## config.mk

```make
export PLATFORM = sky130hd
export DESIGN_NAME = fp_convert_ctrl
export DESIGN_NICKNAME = d
export VERILOG_FILES = /design/src/rtl/fp_convert_ctrl.sv
export SDC_FILE = /design/constraint.sdc
export NUM_CORES = 1
export LEC_CHECK = 0
export ABC_AREA = 1
export CAP_MARGIN = 20
export CORE_ASPECT_RATIO = 1.25
export CORE_UTILIZATION = 53
export DETAILED_ROUTE_END_ITERATION = 16
export PLACE_DENSITY_LB_ADDON = 0.2
export SLEW_MARGIN = 15
export SYNTH_ARGS = -nofsm -noshare
export SYNTH_HDL_FRONTEND = slang
export SYNTH_SLANG_ARGS = --single-unit
```

## constraint.sdc

```tcl
create_clock -name clk -period 1.8 [get_ports clk]
set_clock_uncertainty 0.05 [all_clocks]
set_input_delay 0.18 -clock clk [delete_from_list [all_inputs] [get_ports clk]]
set_output_delay 0.18 -clock clk [all_outputs]
set_load 0.02 [all_outputs]
```

## src/rtl/fp_convert_ctrl.sv

```systemverilog
// fp_convert_ctrl: 12-bit two's-complement sample -> 8-bit float code {S, E[2:0], F[3:0]}.
// Value is approximately F * 2^E. The magnitude is normalised one bit per cycle and then
// rounded half-up. The result is held on a valid/ready output until it is accepted.
module fp_convert_ctrl (
  input  logic        clk,
  input  logic        rst,
  input  logic        in_valid,
  input  logic [11:0] in_data,
  output logic        in_ready,
  output logic        out_valid,
  input  logic        out_ready,
  output logic        S,
  output logic [2:0]  E,
  output logic [3:0]  F,
  output logic        busy
);

  typedef enum logic [1:0] {IDLE, NORM, ROUND, DONE} state_t;

  state_t      state_q, state_d;
  logic [10:0] mag_q, mag_d;
  logic [2:0]  cnt_q, cnt_d;
  logic        sign_q, sign_d;
  logic        s_q, s_d;
  logic [2:0]  e_q, e_d;
  logic [3:0]  f_q, f_d;
  logic        in_ready_q, out_valid_q, busy_q;

  logic [11:0] neg_data;
  logic [10:0] cap_mag;
  logic [3:0]  rnd_f;
  logic        rnd_r;

  // Magnitude at capture: -2048 has no 11-bit magnitude and is clamped to 2047.
  always_comb begin
    neg_data = ~in_data + 12'd1;
    if (!in_data[11])            cap_mag = in_data[10:0];
    else if (in_data == 12'h800) cap_mag = 11'h7FF;
    else                         cap_mag = neg_data[10:0];
    rnd_f = mag_q[10:7];
    rnd_r = mag_q[6];
  end

  // Next-state and datapath updates for the capture / normalise / round / hold sequence.
  always_comb begin
    state_d = state_q;
    mag_d   = mag_q;
    cnt_d   = cnt_q;
    sign_d  = sign_q;
    s_d     = s_q;
    e_d     = e_q;
    f_d     = f_q;
    case (state_q)
      IDLE: begin
        if (in_valid) begin
          sign_d  = in_data[11];
          mag_d   = cap_mag;
          cnt_d   = 3'd7;
          state_d = NORM;
        end
      end
      NORM: begin
        if (mag_q[10] || cnt_q == 3'd0) begin
          state_d = ROUND;
        end else begin
          mag_d = {mag_q[9:0], 1'b0};
          cnt_d = cnt_q - 3'd1;
        end
      end
      ROUND: begin
        s_d = sign_q;
        if (!rnd_r) begin
          f_d = rnd_f;
          e_d = cnt_q;
        end else if (rnd_f != 4'hF) begin
          f_d = rnd_f + 4'd1;
          e_d = cnt_q;
        end else if (cnt_q != 3'd7) begin
          // A carry out of F renormalises to 1.000 with the next exponent.
          f_d = 4'd8;
          e_d = cnt_q + 3'd1;
        end else begin
          // The largest exponent cannot take the carry, so clamp to the format maximum.
          f_d = 4'hF;
          e_d = 3'd7;
        end
        state_d = DONE;
      end
      DONE: begin
        if (out_ready) state_d = IDLE;
      end
      default: state_d = IDLE;
    endcase
  end

  // State, datapath and status registers. The status flags are decoded from the next state,
  // so every output comes straight from a flop.
  always_ff @(posedge clk or posedge rst) begin
    if (rst) begin
      state_q     <= IDLE;
      mag_q       <= '0;
      cnt_q       <= 3'd7;
      sign_q      <= 1'b0;
      s_q         <= 1'b0;
      e_q         <= '0;
      f_q         <= '0;
      in_ready_q  <= 1'b1;
      out_valid_q <= 1'b0;
      busy_q      <= 1'b0;
    end else begin
      state_q     <= state_d;
      mag_q       <= mag_d;
      cnt_q       <= cnt_d;
      sign_q      <= sign_d;
      s_q         <= s_d;
      e_q         <= e_d;
      f_q         <= f_d;
      in_ready_q  <= (state_d == IDLE);
      out_valid_q <= (state_d == DONE);
      busy_q      <= (state_d == NORM) || (state_d == ROUND);
    end
  end

  assign in_ready  = in_ready_q;
  assign out_valid = out_valid_q;
  assign busy      = busy_q;
  assign S         = s_q;
  assign E         = e_q;
  assign F         = f_q;

endmodule

```

==> run metrics, run 1 <==
Max Slew Vio Count 0; DRC 0; Tot Pwr around 3.2 mW; critical path depth in cells 1; Post-Layout Cell Count 281; FF-to-FF Start cnt_q[0]$_DFFE_PP1P_; vias per cell between 5 and 6; hold crit path type input pin to asynchronous set/reset pin; ys async rst share 100%; Setup WS pre-CTS -0.00885 ns; Cell Area, Synth 1670 µm²; Max-Slew Margin vs Limit 72.1%; port bufs 26; clock tree buffer depth 2; layout cells sized above 1 about a tenth; cts repair resizes 0; I/O Pins 27; Max Fclk a little under 600 MHz; Critical Path AT 1.45 ns; Syn Area/Cell between 7 and 8 µm²; CTS tree yes; # Post-CTS Setup Buffers 0; via count 1424; Post-Syn Instances ~210; Max Cap Viol 0; max incr delay on CP roughly 0.59 ns; slowest CP cell clkdlybuf4s50_1; initial antenna violation count 0; count leader, synth nand2_1; PwrDens between 1500 and 2000 nW/µm²; Area contributors post-synth dfrtp_1, nand2_1, dfstp_2, nor2_1, inv_1; CTS root buffer clkbuf_4; post-DP HPWL 2490 µm; LEAKAGE just under 1 nW; post-synth top area cell dfrtp_1; total core area around 3000 µm²; Worst setup SP type flop; RR Endpoint mag_q[10]$_DFFE_PP0P_; worst skew pair latency between 0.3 and 0.4 ns; Nets 267; Critical path buffers and inverters 1; area grow syn2layout 20.5%; Initial DRC Count 29; row count 22; Peak VDD IR 0.932 mV; full die area about 3400 µm²; Inst Count DP 276; register clock-pin slew on the reported worst setup and hold paths roughly 0.15 ns; Worst Tran Pin Value 0.415 ns; count of state elements after synthesis 28; worst reg-to-reg setup slack 0.13 ns; Distinct cells, synth 29; first-pass GRT wire length ~5800 µm; final WL about 3200 µm; Crit path max-delay family buffers and inverters; Die W between 50 and 60 µm; hold_buf cts 0; top_reg_cell synth dfrtp_1; # setup viols final 0; Starting Density 56.1%; worst setup margin about 0.12 ns; DR pass1 iterations 4; Synth top cells by count nand2_1, dfrtp_1, nor2_1; GP Congestion about 0.8; Final Hold Violating Endpoints 0; Remaining Overflow, GRT 0; critical path type flop to output port; Period minus WS final 1.68 ns; mean routed wirelength per cell 11.2 µm; R2R depth 9; vias in the first global route about 1400; GR Util All Layers roughly 22%; clk sink count 28; Post-synth EDFFs 0; Antenna diodes 0; die extent in y ~65 µm; data required time of the worst path ~1.6 ns; worst-path maximum fanout 1; Synth Warn # 0; antenna-violating nets left 0; endpoint class of the critical path output port; CP Cell Sequence clkdlybuf4s50_1; H-Tree Depth 1; total CTS buffers 3; largest net degree at the start of global routing 29; syn_nets 235; top-area cell type share of the netlist area approximately 36%; fin crit share just over 90%; Seq/Total Area, Yosys around 42%; status finished, final reports clean
## power breakdown
group,switching (mW),total [mW],internal [mW],leakage [nW]
logic,1.03,1.71,0.676,0.637
clock network,0.180,0.304,0.124,0.0210
registers,0.195,1.15,0.957,0.325
total,1.40,3.16,1.76,0.984
## logic make-up after synthesis
family	after synthesis	synth area share, %
buffers and inverters	29	7.95
flip-flops	28	42.3
AND/OR/NAND/NOR	107	29.6
adder cells (fa/ha/maj)	5	3.75
AO/OA/AOI/OAI	40	13.8
XOR/XNOR	5	2.62
## area by class of cell
cell class | count | area [µm²]
inverter | 26 | 103
timing repair buffer | 30 | 290
multi-input combinational | 157 | 831
clock buffer | 4 | 36.3
sequential | 28 | 706
tap | 36 | 45.0
fill | 252 | 962
## per-stage QoR
| step | utilization [%] | hold slack, ns | TNS, ns | cell area (µm²) |
|---|---|---|---|---|
| after global routing | 67.6 | 0.174 | -0.0301 | 2010 |
| after floorplan | - | 0.192 | 0 | 1670 |
| after global placement | 66.2 | 0.405 | 0 | 1970 |
| after CTS | 67.4 | 0.163 | 0 | 2000 |
| final | 67.6 | 0.156 | 0 | 2010 |
| after detailed placement | 66.2 | 0.411 | -0.00885 | 1970 |
## per-layer routing
metal | vias to the layer above | global-route usage (%) | routed length, µm
met5 | - | 0 | 0
met4 | 0 | 6.58 | 30
met3 | 2 | 2.11 | 47
met2 | 26 | 40.9 | 1670
met1 | 646 | 26.2 | 1400
li1 | 750 | - | -
## how the worst max path moves through the flow
stage	startpoint	end	slack (ns)
finish	in_ready$_DFF_PP1_	in_ready	0.12
global route	cnt_q[0]$_DFFE_PP1P_	mag_q[7]$_DFFE_PP0P_	-0.01
CTS	cnt_q[0]$_DFFE_PP1P_	mag_q[10]$_DFFE_PP0P_	0.07
detailed placement	in_data[0]	mag_q[8]$_DFFE_PP0P_	-0.009
global placement	in_data[0]	mag_q[7]$_DFFE_PP0P_	0.05
floorplan	cnt_q[0]$_DFFE_PP1P_	mag_q[6]$_DFFE_PP0P_	0.16
## placed cells by master (no fill, tap or decap), types with 5 or more instances in the layout
cell type	n
ha_1	5
nor2_1	24
o21ai_0	14
nand3_1	9
a21oi_1	14
a31oi_1	5
nand2_1	62
dfrtp_1	24
inv_1	22
clkdlybuf4s50_1	26
## state kept, by name (all words and copies together) (netlist names), 2 cells and up
| name | cells |
|---|---|
| F | 4 |
| mag_q | 11 |
| cnt_q | 3 |
| E | 3 |
| state_q | 2 |
(Power assumes the default switching activity.)
==> run 2: changes to the inputs <==
- CELL_PAD_IN_SITES_DETAIL_PLACEMENT: not set -> 0
- CELL_PAD_IN_SITES_GLOBAL_PLACEMENT: not set -> 1
- CORE_UTILIZATION: 53 -> 39
==> run 2 against run 1 <==
  * First-iteration DRC count grew 14%
  * Critical path depth is 8 higher
  * Sequential share of layout area shrank 0.96 points
  * Largest cell class unchanged
  * Cell count is 7.8% higher
  * Largest power group unchanged
  * Core utilization down 17 points
  * Count of clock-buffer cells in the layout is 1 lower
  * Highest routed layer unchanged
  * Wire length increased by 6.4%
==> run metrics, run 2 (synthesized netlist as in run 1, its figures left out) <==
status finished, final reports clean; CTS root buffer clkbuf_8; GP Congestion 0.765 (-4.4%); R2R depth 9 (unchanged); most common cell after layout, fill and taps aside nand2_1; Starting Density 40.7% (-15 points); LEAKAGE 1.00 nW (+1.7%); hold_buf cts 0 (unchanged); Remaining Overflow, GRT 0 (unchanged); crit path from cnt_q[0]$_DFFE_PP1P_; setup TNS 0 ns (unchanged); via count 1418 (-0.42%); Worst setup SP type flop; initial antenna violation count 0 (unchanged); endpoint class of the critical path flop; final WL 3360 µm (+6.4%); worst reg-to-reg setup slack 0.12 ns (about the same); Setup WS pre-CTS 0.0106 ns (+0.0195 ns); RR Endpoint mag_q[10]$_DFFE_PP0P_; CP most frequent cell nand2_1; # setup viols final 0 (unchanged); vias in the first global route 1380 (-0.93%); Max Fclk 595 MHz (-0.35%); clk sink count 28 (unchanged); die extent in y 75.1 µm (+16%); clock tree buffer depth 2 (unchanged); Nets 270 (+1.1%); DR pass1 iterations 4 (unchanged); max incr delay on CP 0.56 ns (-0.03 ns); first-pass GRT wire length 5940 µm (+3.0%); worst-path maximum fanout 17 (+16); data required time of the worst path 1.97 ns (+0.40 ns); CTS tree yes; filler instances 441 (+75%); largest net degree at the start of global routing 29 (unchanged); DRC 0 (unchanged); worst setup margin 0.118 ns (-0.00583 ns); row count 26 (+18%); full die area 4550 µm² (+35%); area grow syn2layout 23.8%; worst skew pair latency 0.27 ns (-0.05 ns); PwrDens 1570 nW/µm² (-0.13%); GR Util All Layers 17.5% (-4.6 points); layout cells sized above 1 11.7% (+1.1 points); Max Cap Viol 0 (unchanged); critical path type flop to flop; Crit path max-delay family flip-flops; post-DP HPWL 2640 µm (+6.1%); port bufs 26 (unchanged); I/O Pins 27 (unchanged); total core area 4100 µm² (+38%); H-Tree Depth 1 (unchanged); critical path depth in cells 9 (+8); Reg with most FFs mag_q; Final Hold Violating Endpoints 0 (unchanged); Critical Path AT 1.85 ns (+0.40 ns); total CTS buffers 3 (unchanged); most frequent cells in the layout nand2_1, clkdlybuf4s50_1, dfrtp_1, nor2_1, inv_1; Die W 60.5 µm (+16%); Worst Tran Pin Value 0.426 ns (+0.0110 ns); Post-Route Utilization 50.4% (-17 points); register clock-pin slew on the reported worst setup and hold paths 0.09 ns (-0.06 ns); FF-to-FF Start cnt_q[0]$_DFFE_PP1P_; Period minus WS final 1.68 ns (+0.00583 ns); mean routed wirelength per cell 11.1 µm (-1.3%); Initial DRC Count 33 (+14%); Max Slew Vio Count 0 (unchanged); Max-Slew Margin vs Limit 71.4% (-0.74 points); crit path capture mag_q[10]$_DFFE_PP0P_; hold crit path type input pin to asynchronous set/reset pin; CP Cell Sequence inv_1 -> ha_1 -> a21oi_4 -> nand2_4 -> nand2_8 -> inv_6 -> a21oi_1 -> nand2_1 -> nand2_1; Antenna diodes 0 (unchanged); vias per cell 4.68 (-7.7%); Peak VDD IR 0.513 mV (-45%); fin crit share 93.4% (+0.32 points); slowest CP cell dfstp_2; Critical path buffers and inverters 2 (+1); max FFs per register 11 (unchanged); antenna-violating nets left 0 (unchanged)
==> run 2: stage by stage <==
stage / power, mW / hold WS, ns / cell area (µm²) / instances
after floorplan: 2.39 / 0.192 / 1670 / 214
after global placement: 2.86 / 0.410 / 2000 / 297
after detailed placement: 2.88 / 0.410 / 2000 / 297
after CTS: 3.23 / 0.226 / 2040 / 300
after global routing: 3.59 / 0.252 / 2070 / 303
final: 3.25 / 0.214 / 2070 / 303
==> run 2: cell type report <==
class | count | area (µm²) | share of cell area [%]
multi-input cells | 157 | 835 | 40.4
flip-flops and latches | 28 | 706 | 34.1
repair buffers | 33 | 313 | 15.1
inverters | 26 | 103 | 4.96
well taps | 56 | 70.1 | 3.39
clock buffers | 3 | 41.3 | 2.00
==> run 2: power breakdown <==
part           switching [mW]  internal (mW)  leakage (nW)
Clock                   0.189          0.150        0.0216
Combinational            1.03          0.718         0.653
Sequential              0.197          0.959         0.325
Total                    1.42           1.83          1.00
==> run 2: what timing repair did <==
item                       in CTS  in global routing
buffers inserted                0                  3
setup endpoints to repair       0                  6
resized for setup               0                  1
==> run 2: worst register-to-register path: stages (launching register included) <==
cell and delay [ns]:
dfstp_2 0.56, inv_1 0.09, ha_1 0.23, a21oi_4 0.16, nand2_4 0.09, nand2_8 0.11, inv_6 0.07, a21oi_1 0.15
nand2_1 0.07, nand2_1 0.05
==> run 2: per-layer routing <==
layer	wire length [µm]	vias up	global-route usage (%)
met5	0	-	0
met1	1410	620	19.5
met2	1820	31	33.2
met3	78	4	2.06
li1	-	763	-
met4	46	0	6.82
==> run 2: worst min-delay path by stage <==
stage                           end  depth (start not counted)            startpoint  slack [ns]
3_5_place_dp   mag_q[5]$_DFFE_PP0P_                          2  mag_q[5]$_DFFE_PP0P_        0.41
2_1_floorplan      E[0]$_DFFE_PP0N_                          1                   rst        0.19
5_1_grt         out_valid$_DFF_PP0_                          3                   rst        0.25
6_report        out_valid$_DFF_PP0_                          3                   rst        0.21
4_1_cts         out_valid$_DFF_PP0_                          3                   rst        0.23
3_3_place_gp   mag_q[5]$_DFFE_PP0P_                          2  mag_q[5]$_DFFE_PP0P_        0.41
